[src/rtl/regfile_pkg.sv]
// Shared constants and helpers for the register-file port arbiter slice.
package regfile_pkg;

  localparam int DEF_R = 2;
  localparam int DEF_N = 8;
  localparam int DEF_M = 4;

  typedef enum logic {
    ST_IDLE  = 1'b0,
    ST_CLEAR = 1'b1
  } clr_state_e;

  function automatic int addr_width(input int m);
    return (m > 1) ? $clog2(m) : 1;
  endfunction

endpackage

[src/rtl/regfile_port_arbiter_rr_arbiter.sv]
// Generic round-robin arbiter: one-hot grant starting the search at ptr_i, plus the pointer
// value that follows the winner (wrapping at R-1 even when R is not a power of two).
module rr_arbiter #(
  parameter  int R  = 2,
  localparam int PW = (R > 1) ? $clog2(R) : 1
) (
  input  logic [R-1:0]  req_i,
  input  logic [PW-1:0] ptr_i,
  input  logic          en_i,
  output logic [R-1:0]  grant_o,
  output logic [PW-1:0] winner_o,
  output logic          valid_o,
  output logic [PW-1:0] next_ptr_o
);

  logic any_req_s;

  // Scan from the farthest slot back to ptr_i so the nearest requester is assigned last and wins.
  always_comb begin
    int idx;
    winner_o  = ptr_i;
    any_req_s = 1'b0;
    for (int k = R - 1; k >= 0; k--) begin
      idx       = int'(ptr_i) + k;
      idx       = (idx >= R) ? (idx - R) : idx;
      winner_o  = req_i[idx] ? PW'(idx) : winner_o;
      any_req_s = any_req_s | req_i[idx];
    end
    valid_o    = any_req_s & en_i;
    grant_o    = valid_o ? (R'(1) << winner_o) : '0;
    next_ptr_o = (int'(winner_o) == R - 1) ? '0 : winner_o + PW'(1);
  end

endmodule

[src/rtl/regfile_port_arbiter.sv]
// Round-robin sharing of one RegisterFile write port and one read port among R requesters.
// Optional macro REGFILE_ARB_CLEAR_EN adds clear_start/clear_busy and a sequencer zeroing every register.
module regfile_port_arbiter
  import regfile_pkg::*;
#(
  parameter  int R  = DEF_R,
  parameter  int N  = DEF_N,
  parameter  int M  = DEF_M,
  localparam int AW = addr_width(M),
  localparam int PW = (R > 1) ? $clog2(R) : 1
) (
  input  logic            clk,
  input  logic            reset,
  input  logic [R-1:0]    req_valid,
  input  logic [R-1:0]    req_we,
  input  logic [R*AW-1:0] req_addr,
  input  logic [R*N-1:0]  req_wdata,
  output logic [R-1:0]    req_ready,
  output logic [R-1:0]    rsp_valid,
  output logic [N-1:0]    rsp_rdata,
  output logic            rf_write_enable,
  output logic [AW-1:0]   rf_write_addr,
  output logic [N-1:0]    rf_write_data,
  output logic [AW-1:0]   rf_read_addr,
  input  logic [N-1:0]    rf_read_data
`ifdef REGFILE_ARB_CLEAR_EN
  ,
  input  logic            clear_start,
  output logic            clear_busy
`endif
);

  logic [PW-1:0] rr_ptr_q, rr_ptr_d;
  logic [R-1:0]  rsp_valid_q, rsp_valid_d;
  logic [N-1:0]  rsp_rdata_q, rsp_rdata_d;
  logic [AW-1:0] rd_addr_q, rd_addr_d;

  logic [R-1:0]  grant_s;
  logic [PW-1:0] winner_s;
  logic [PW-1:0] next_ptr_s;
  logic          grant_valid_s;
  logic          grant_en_s;
  logic [AW-1:0] win_addr_s;
  logic [N-1:0]  win_wdata_s;
  logic          win_we_s;
  logic          wr_grant_s;
  logic          rd_grant_s;
  logic          clear_active_s;
  logic [AW-1:0] clear_addr_s;

`ifdef REGFILE_ARB_CLEAR_EN
  clr_state_e    clr_state_q;
  logic [AW-1:0] clr_cnt_q;
  logic          clr_busy_q;

  // Clear sequencer: a start pulse in IDLE walks the counter over every address exactly once.
  always_ff @(posedge clk or posedge reset) begin
    if (reset) begin
      clr_state_q <= ST_IDLE;
      clr_cnt_q   <= '0;
      clr_busy_q  <= 1'b0;
    end else begin
      case (clr_state_q)
        ST_IDLE: begin
          if (clear_start) begin
            clr_state_q <= ST_CLEAR;
            clr_cnt_q   <= '0;
            clr_busy_q  <= 1'b1;
          end
        end
        ST_CLEAR: begin
          if (clr_cnt_q == AW'(M - 1)) begin
            clr_state_q <= ST_IDLE;
            clr_cnt_q   <= '0;
            clr_busy_q  <= 1'b0;
          end else begin
            clr_cnt_q <= clr_cnt_q + AW'(1);
          end
        end
        default: begin
          clr_state_q <= ST_IDLE;
          clr_cnt_q   <= '0;
          clr_busy_q  <= 1'b0;
        end
      endcase
    end
  end

  assign clear_busy     = clr_busy_q;
  assign clear_active_s = (clr_state_q == ST_CLEAR);
  assign clear_addr_s   = clr_cnt_q;
  // A start pulse pre-empts any request in the same cycle.
  assign grant_en_s     = ~reset & (clr_state_q == ST_IDLE) & ~clear_start;
`else
  assign clear_active_s = 1'b0;
  assign clear_addr_s   = '0;
  assign grant_en_s     = ~reset;
`endif

  rr_arbiter #(.R(R)) u_rr_arbiter (
    .req_i      (req_valid),
    .ptr_i      (rr_ptr_q),
    .en_i       (grant_en_s),
    .grant_o    (grant_s),
    .winner_o   (winner_s),
    .valid_o    (grant_valid_s),
    .next_ptr_o (next_ptr_s)
  );

  // Select the winning requester's fields and classify the grant.
  always_comb begin
    win_addr_s  = req_addr[int'(winner_s)*AW +: AW];
    win_wdata_s = req_wdata[int'(winner_s)*N +: N];
    win_we_s    = req_we[winner_s];
    wr_grant_s  = grant_valid_s & win_we_s;
    rd_grant_s  = grant_valid_s & ~win_we_s;
  end

  // Write port drive; address and data are zero whenever no write is in flight.
  always_comb begin
    rf_write_enable = 1'b0;
    rf_write_addr   = '0;
    rf_write_data   = '0;
    if (clear_active_s && !reset) begin
      rf_write_enable = 1'b1;
      rf_write_addr   = clear_addr_s;
      rf_write_data   = '0;
    end else if (wr_grant_s) begin
      rf_write_enable = 1'b1;
      rf_write_addr   = win_addr_s;
      rf_write_data   = win_wdata_s;
    end else begin
      rf_write_enable = 1'b0;
    end
  end

  assign req_ready    = grant_s;
  assign rf_read_addr = rd_grant_s ? win_addr_s : rd_addr_q;
  assign rsp_valid    = rsp_valid_q;
  assign rsp_rdata    = rsp_rdata_q;

  // Next-state for pointer, read response and the held read address.
  always_comb begin
    rr_ptr_d    = rr_ptr_q;
    rsp_valid_d = '0;
    rsp_rdata_d = rsp_rdata_q;
    rd_addr_d   = rd_addr_q;
    if (grant_valid_s) begin
      rr_ptr_d = next_ptr_s;
    end else begin
      rr_ptr_d = rr_ptr_q;
    end
    if (rd_grant_s) begin
      rsp_valid_d = grant_s;
      rsp_rdata_d = rf_read_data;
      rd_addr_d   = win_addr_s;
    end else begin
      rsp_valid_d = '0;
    end
  end

  // State registers.
  always_ff @(posedge clk or posedge reset) begin
    if (reset) begin
      rr_ptr_q    <= '0;
      rsp_valid_q <= '0;
      rsp_rdata_q <= '0;
      rd_addr_q   <= '0;
    end else begin
      rr_ptr_q    <= rr_ptr_d;
      rsp_valid_q <= rsp_valid_d;
      rsp_rdata_q <= rsp_rdata_d;
      rd_addr_q   <= rd_addr_d;
    end
  end

endmodule

[config.mk]
export PLATFORM = sky130hd
export DESIGN_NAME = regfile_port_arbiter
export DESIGN_NICKNAME = d
export VERILOG_FILES = /design/src/rtl/regfile_pkg.sv /design/src/rtl/regfile_port_arbiter_rr_arbiter.sv /design/src/rtl/regfile_port_arbiter.sv
export SDC_FILE = /design/constraint.sdc
export NUM_CORES = 1
export LEC_CHECK = 0
export CELL_PAD_IN_SITES_DETAIL_PLACEMENT = 1
export CELL_PAD_IN_SITES_GLOBAL_PLACEMENT = 1
export CORE_AREA = 8 8 57 59
export CTS_CLUSTER_DIAMETER = 100
export DETAILED_ROUTE_END_ITERATION = 16
export DIE_AREA = 0 0 65 67
export DONT_BUFFER_PORTS = 1
export GPL_TIMING_DRIVEN = 1
export PLACE_DENSITY = 0.72
export SETUP_SLACK_MARGIN = 0.05
export SLEW_MARGIN = 20
export SYNTH_ARGS = -nofsm -noshare
export SYNTH_HDL_FRONTEND = slang
export SYNTH_SLANG_ARGS = --single-unit
[constraint.sdc]
create_clock -name clk -period 5.1 [get_ports clk]
set_input_delay 1.02 -clock clk [delete_from_list [all_inputs] [get_ports clk]]
set_output_delay 1.02 -clock clk [all_outputs]
set_load 0.05 [all_outputs]
Word-level counts from Yosys, hierarchy flattened
Cells that the tools add are included.
{"block": "op_classes", "addsub": 4, "multipliers": 0, "n_div": 0, "magnitude_cmp": 5, "n_eq_ne": 0, "shift": 3, "mux": 19, "n_bitwise": 6, "n_reduce_logical": 0}
{"operator": "$lt 32x3->1 const B", "count": 2}
{"operator": "$mux 32", "count": 2}
{"operator": "$ge 32x3->1 const B", "count": 1}
{"operator": "$sub 32x3->32 const B", "count": 1}
{"operator": "$shiftx 16x5->8", "count": 1}
{"operator": "$mux 1", "count": 12}
{"operator": "$mux 2", "count": 4}
{"operator": "$mux 8", "count": 1}
{"operator": "$shiftx 4x3->2", "count": 1}
{"operator": "$and 1x1->1", "count": 3}
{"operator": "$sub 1x2->3 const B", "count": 1}
{"operator": "$add 1x1->2 const B", "count": 1}
{"operator": "$ge 1x2->1 const B", "count": 1}
{"operator": "$lt 1x2->1 const B", "count": 1}
{"operator": "$not 1->1", "count": 2}
{"operator": "$shl 1x1->2 const A", "count": 1}
{"operator": "$add 1x1->1 const B", "count": 1}
{"operator": "$or 1x1->1", "count": 1}
{"block": "totals", "register_bits": 13, "latchBits": 0, "ram_bits": 0, "mem_bits_ro": 0, "in_bits": 34, "out_inout_bits": 25, "elab_cells": 41, "memories": 0}

Logic depth before layout (Yosys ltp)
Gate-level depths: netlist of run 1.
{"block": "depth", "word_depth": 13, "ltp_mapped": 5, "mapped_depth_nobuf": 4}

Cells and area by module
A second synthesis of run 1 with hierarchy kept.
{"block": "unflattened", "hier_cells": 62, "area_unflattened_um2": 733.2}
{"mod": "regfile_port_arbiter", "n_inst": 1, "cells_per_inst": 54, "area_each_um2": 685.7, "seq_area_each_um2": 325.3}
{"mod": "rr_arbiter", "n_inst": 1, "cells_per_inst": 8, "area_each_um2": 47.5, "seq_area_each_um2": 0.0}

Worst setup path before layout of run 1
Ideal clock, no wire load.
{"block": "synth_timing", "path_type": "input to output", "startpoint": "in reset", "endpoint": "out rf_read_addr[0]", "arrival_ns": 2.805, "required_time_ns": 4.080, "slack_ns": 1.275, "path_stages": 5, "n_path_buf": 1, "cell_sequence": "inv_1 -> nand3_1 -> o21bai_4 -> buf_12 -> mux2i_1"}
{"block": "synth_between", "elab_chain_len": 4}
{"element": "start: declaration", "line": "regfile_port_arbiter.sv:13", "text": "input logic reset,"}
{"element": "$not 1->1", "line": "regfile_port_arbiter.sv:97", "text": "assign grant_en_s = ~reset;"}
{"element": "$and 1x1->1", "line": "regfile_port_arbiter_rr_arbiter.sv:29", "text": "valid_o = any_req_s & en_i;"}
{"element": "$and 1x1->1", "line": "regfile_port_arbiter.sv:116", "text": "rd_grant_s = grant_valid_s & ~win_we_s;"}
{"element": "$mux 2"}
{"element": "end: declaration", "line": "regfile_port_arbiter.sv:24", "text": "output logic [AW-1:0] rf_read_addr,"}
Every way passes these cells.

Worst setup path after layout of run 1
Same ends and word-level chain as after synthesis.

==> metrics, run 1 <==
synthesized instance count=66; Die ar.=0.00436 mm^2; Int Pwr=0.000202 W; CTS max path bufs=2; Die X=65 um; clock sinks=13; share of post-route cells with drive strength above 1=23.2%; post_cts resized=0; Post-CTS Repair Setup Buffers=0; CP Capture Type=output port; Antenna diodes=0; routed via count=492; final net count=104; slowest CP cell=o21bai_4; dominant cells by area after synthesis=dfrtp_1, mux2i_1, mux2_4; post-synthesis async set-or-reset flop share=100%; crit path buf inv count=2; Tcrit/Tclk final=70.9%; Final Instance Area=817 um^2; Syn Area/Cell=11.7 um^2; worst-path cell chain=inv_1 > nand3_1 > o21bai_4 > mux2i_1 > buf_4; Cell Rows=18; placer congestion estimate=0.650; Peak Freq=277 MHz; Congestion Overflow GR=0; CTS Root Cell=clkbuf_4; most instantiated cells after synthesis=dfrtp_1, mux2i_1, nor2_1, mux2_4, inv_1; Synth Flop Type=dfrtp_1; syn nets=100; WP data required=4080 ps; fin. max-slew vios=0; WL per Instance=18.8 um; final setup violation count=0; initial core utilization=32.7%; WS Path Type=input port to output port; fill count=259; worst slew pin tran=917 ps; synth-to-layout area growth=5.66%; initial antenna violation count=0; clock latency on the worst-skew pair=260 ps; Core ar.=0.00236 mm^2; Synth top area share=42.1%; Max-Cap Viols=0; Setup TNS=0 ps; H-Tree Level Count=1; Post-synth EDFFs=0; Tmin final=3610 ps; sequential share of power=52.6%; first-pass GRT wire length=2910 um; CP Launch Type=input port; die height=67 um; Ys Warns=0; Critical Path AT=2590 ps; largest net degree at the start of global routing=17; total power=0.000383 W; vias in the first global route=623; post-DP HPWL=1590 um; leakage=0.403 nW; Num CTS Buffers=3; worst-case clock skew=3.95 ps; busiest grt layer=met2; cts hold-fix bufs=0; GR Util met1=9.04%; unrepaired setup endpoints after global routing=false; Clk pin slew, worst setup/hold paths=80 ps; Seq/Total Area, Yosys=42.1%; NetSw=0.000180 W; worst-path fanout max=16; max_slew headroom=38.6%; vias per std cell=4.97; logic gate share of total power=31.6%; clock share of power=15.8%; Fin. Hold Viols=0; Total GRT Usage=8.69%; port bufs=0; Sw Share=47.1%; number of placed I/O pins=59; Post-DRT Antenna Nets=0; Detailed Routing Iterations Pass 1=2; most frequent cell after synthesis=dfrtp_1; CTS tree=yes; power per cell area=469 mW/mm^2; largest stage delay on the critical path=420 ps; family with the most delay on the worst path=buffers and inverters; Worst Hold Class=flip-flop to flip-flop; met2 Use GR=13.2%; maximum VDD drop=0.000162 V; routed wire length=1860 um; Post-Syn Area=773 um^2; GRT met3 Usage=5.03%; status=finished, final reports clean; Synth cell types=18; Post-DP Area=791 um^2; Initial DRC Count=3; Seq cells post-synth=13; Yosys top cell by area=dfrtp_1; Post-route DRC=0
-- registers in the layout, summed over array words and instances (netlist names) --
register / flops
rsp_rdata: 8
rr_ptr_q: 1
rsp_valid: 2
rd_addr_q: 2
-- cell families (layout without fill, tap and decap cells) --
group,after synthesis,after routing,share of synthesized area (%)
muxes,20,20,31.1
and+or+nand+nor,18,18,11.2
DFF,13,13,42.1
buffers and inverters,9,12,7.44
AOI/OAI and AO/OA,5,5,6.96
adders and majority gates,1,1,1.29
-- worst paths after layout --
path,startpoint,to,slack (ps),cells past startpoint
max in group asynchronous,reset,rsp_rdata[2],4060,1
worst min-delay path,rd_addr_q[0],rd_addr_q[0],530,2
worst max-delay path,reset,rf_read_addr[0],1490,5
worst max register to register,rr_ptr_q,rd_addr_q[1],3320,4
worst min register to register,rd_addr_q[0],rd_addr_q[0],530,2
min in group asynchronous,reset,rsp_rdata[1],680,1
-- metal layers --
layer	vias up	share of wire [%]
li1	229	-
met2	47	42
met3	2	18
met5	-	0
met4	0	1.5
met1	214	38
-- worst register-to-register path, cell delays in order (launching register included) --
cell     delay (ps)
dfrtp_1         440
maj3_1          590
mux2i_1         310
mux2i_1         110
buf_4           210
-- per-stage QoR --
stage               instances  hold WS (ps)  setup slack (ps)  util, %
finish                     99           527              1490     34.6
global route               99           592              1260     34.6
CTS                        99           536              1400     34.6
floorplan                  66           523              1280        -
global placement           95           514              1480     33.4
detailed placement         95           523              1400     33.4
-- final cells by class --
| class | instances | area [um^2] | area share (%) |
|---|---|---|---|
| Multi-Input combinational cell | 44 | 390 | 47.8 |
| Sequential cell | 13 | 325 | 39.8 |
| Tap cell | 30 | 37.5 | 4.59 |
| Clock buffer | 4 | 26.3 | 3.22 |
| Inverter | 6 | 22.5 | 2.76 |
| Timing Repair Buffer | 2 | 15.0 | 1.84 |
-- cells in the final DEF, fill, tap and decap left out, types with 2 or more instances in the layout --
| master | instances |
|---|---|
| clkbuf_4 | 3 |
| inv_1 | 6 |
| dfrtp_1 | 13 |
| mux2i_1 | 12 |
| nand3_1 | 3 |
| buf_4 | 2 |
| nor2_1 | 12 |
| mux2_4 | 8 |
-- power by group through the flow --
stage / clock [W] / sequential [W] / combinational [W]
floorplan: 0 / 0.000199 / 0.000110
global placement: 0 / 0.000204 / 0.000121
detailed placement: 0 / 0.000205 / 0.000123
CTS: 0.0000637 / 0.000202 / 0.000124
global route: 0.0000690 / 0.000206 / 0.000132
finish: 0.0000604 / 0.000202 / 0.000121
(Power assumes the default switching activity.)
==> inputs of run 2 (changes only) <==
--- a/config.mk
+++ b/config.mk
@@ -13,7 +13,7 @@
 export DIE_AREA = 0 0 65 67
 export DONT_BUFFER_PORTS = 1
 export GPL_TIMING_DRIVEN = 1
-export PLACE_DENSITY = 0.72
+export PLACE_DENSITY = 0.74
 export SETUP_SLACK_MARGIN = 0.05
 export SLEW_MARGIN = 20
 export SYNTH_ARGS = -nofsm -noshare
==> constraint.sdc (replaced) <==
create_clock -name clk -period 3 [get_ports clk]
set_input_delay 0.6 -clock clk [delete_from_list [all_inputs] [get_ports clk]]
set_output_delay 0.6 -clock clk [all_outputs]
set_load 0.05 [all_outputs]
==> run 2 against run 1 <==
Worst setup slack worse by 1000 ps. Critical path depth is 1 lower. Clock-buffer cell count stayed put. Clock skew is 6.7 ps higher. Non-clock buffer count is 12 higher. Cell area is 11% higher. Routed wire length is 10% higher. Via count is 11% higher. Critical path type is now flip-flop to output port. Critical endpoint is now rf_read_addr[1].
==> metrics, run 2 (same netlist as run 1, synthesis figures left out) <==
clock latency on the worst-skew pair=270 ps; vias in the first global route=678; Post-Route Utilization=38.4%; die height=67 um; power per cell area=736 mW/mm^2; fill count=264; Tmin final=2550 ps; CP Launch Type=flip-flop; Reg-to-Reg Start=rr_ptr_q; CTS Root Cell=clkbuf_4; Clk pin slew, worst setup/hold paths=80 ps; routed wire length=2060 um; Tcrit/Tclk final=85.1%; Congestion Overflow GR=0; Total GRT Usage=10.0%; initial core utilization=32.7%; Top cell by count, worst path=mux2i_1; worst-case clock skew=10.6 ps; leading cell type in the layout, fill and taps excluded=buf_4; status=finished, final reports clean; Fin. Hold Viols=0; final setup violation count=0; Worst Hold Class=input port to asynchronous set/reset pin; Core ar.=0.00236 mm^2; Die ar.=0.00436 mm^2; fin. max-slew vios=0; CTS max path bufs=2; max FFs per register=8; initial antenna violation count=0; first-pass GRT wire length=3460 um; number of placed I/O pins=59; Post-route DRC=0; Max-Cap Viols=0; Post-CTS Repair Setup Buffers=0; routed via count=548; family with the most delay on the worst path=adder cells; WS Path Type=flip-flop to output port; worst slew pin tran=564 ps; crit path buf inv count=1; post_cts resized=0; final net count=116; Num CTS Buffers=3; CP Capture Type=output port; maximum VDD drop=0.000287 V; Peak Freq=392 MHz; Setup TNS=0 ps; placer congestion estimate=0.707; leakage=0.466 nW; cts hold-fix bufs=0; Post-DRT Antenna Nets=0; Initial DRC Count=16; port bufs=0; largest stage delay on the critical path=600 ps; vias per std cell=4.94; Detailed Routing Iterations Pass 1=3; slowest CP cell=maj3_1; WL per Instance=18.5 um; most frequent cells in the layout=buf_4, dfrtp_1, mux2i_1, nor2_1, mux2_4; CTS tree=yes; Antenna diodes=0; share of post-route cells with drive strength above 1=34.6%; WP data required=2400 ps; unrepaired setup endpoints after global routing=false; CP Launch Point=rr_ptr_q; clock sinks=13; Critical Path AT=1950 ps; Die X=65 um; H-Tree Level Count=1; worst-path cell chain=maj3_1 > mux2i_1 > mux2i_1 > buf_4; largest net degree at the start of global routing=16; post-DP HPWL=1750 um; max_slew headroom=62.4%; Cell Rows=18; synth-to-layout area growth=17.3%; worst-path fanout max=10
-- run 2: cell count changes in the layout (fill, tap and decap cells not counted), sizes merged --
cell | previous run | this run
buf | 2 | 14
-- run 2: worst paths after layout --
| path | depth (start not counted) | slack, ps | endpoint |
|---|---|---|---|
| min in group clk | 1 | 390 | rsp_valid[0] |
| hold / removal | 2 | 230 | rr_ptr_q |
| setup reg to reg | 4 | 1200 | rd_addr_q[1] |
| setup / recovery | 4 | 450 | rf_read_addr[1] |
| max in group asynchronous | 2 | 2590 | rsp_rdata[0] |
| hold reg to reg | 1 | 600 | rr_ptr_q |
-- run 2: where the power goes --
part,switching [W],internal (W),leakage [nW]
Sequential,0.000131,0.000213,0.156
Combinational,0.000127,0.0000918,0.296
Clock,0.0000540,0.0000514,0.0150
Total,0.000312,0.000356,0.466
-- run 2: metrics by stage --
| step | hold slack, ps | instance area (um^2) | power, W | cells | worst slack [ps] |
|---|---|---|---|---|---|
| global placement | 529 | 881 | 0.000563 | 107 | 628 |
| global route | 227 | 907 | 0.000709 | 111 | 264 |
| detailed placement | 533 | 881 | 0.000569 | 107 | 585 |
| CTS | 222 | 907 | 0.000682 | 111 | 415 |
| finish | 226 | 907 | 0.000667 | 111 | 448 |
| floorplan | 502 | 773 | 0.000525 | 66 | 15.0 |
-- run 2: area by class of cell --
class | count | area [um^2] | area share, %
Clock buffer | 4 | 26.3 | 2.90
Inverter | 6 | 22.5 | 2.48
Multi-Input combinational cell | 44 | 390 | 43.0
Sequential cell | 13 | 325 | 35.9
Tap cell | 30 | 37.5 | 4.14
Timing Repair Buffer | 14 | 105 | 11.6
-- run 2: metal layers --
metal  routed length, um  vias to the layer above  GRT usage (%)
met1                 824                      245           10.4
met3                 388                        0           7.55
met2                 843                       52           15.8
met5                   0                        -              0
met4                   0                        0           2.45
li1                    -                      251              -
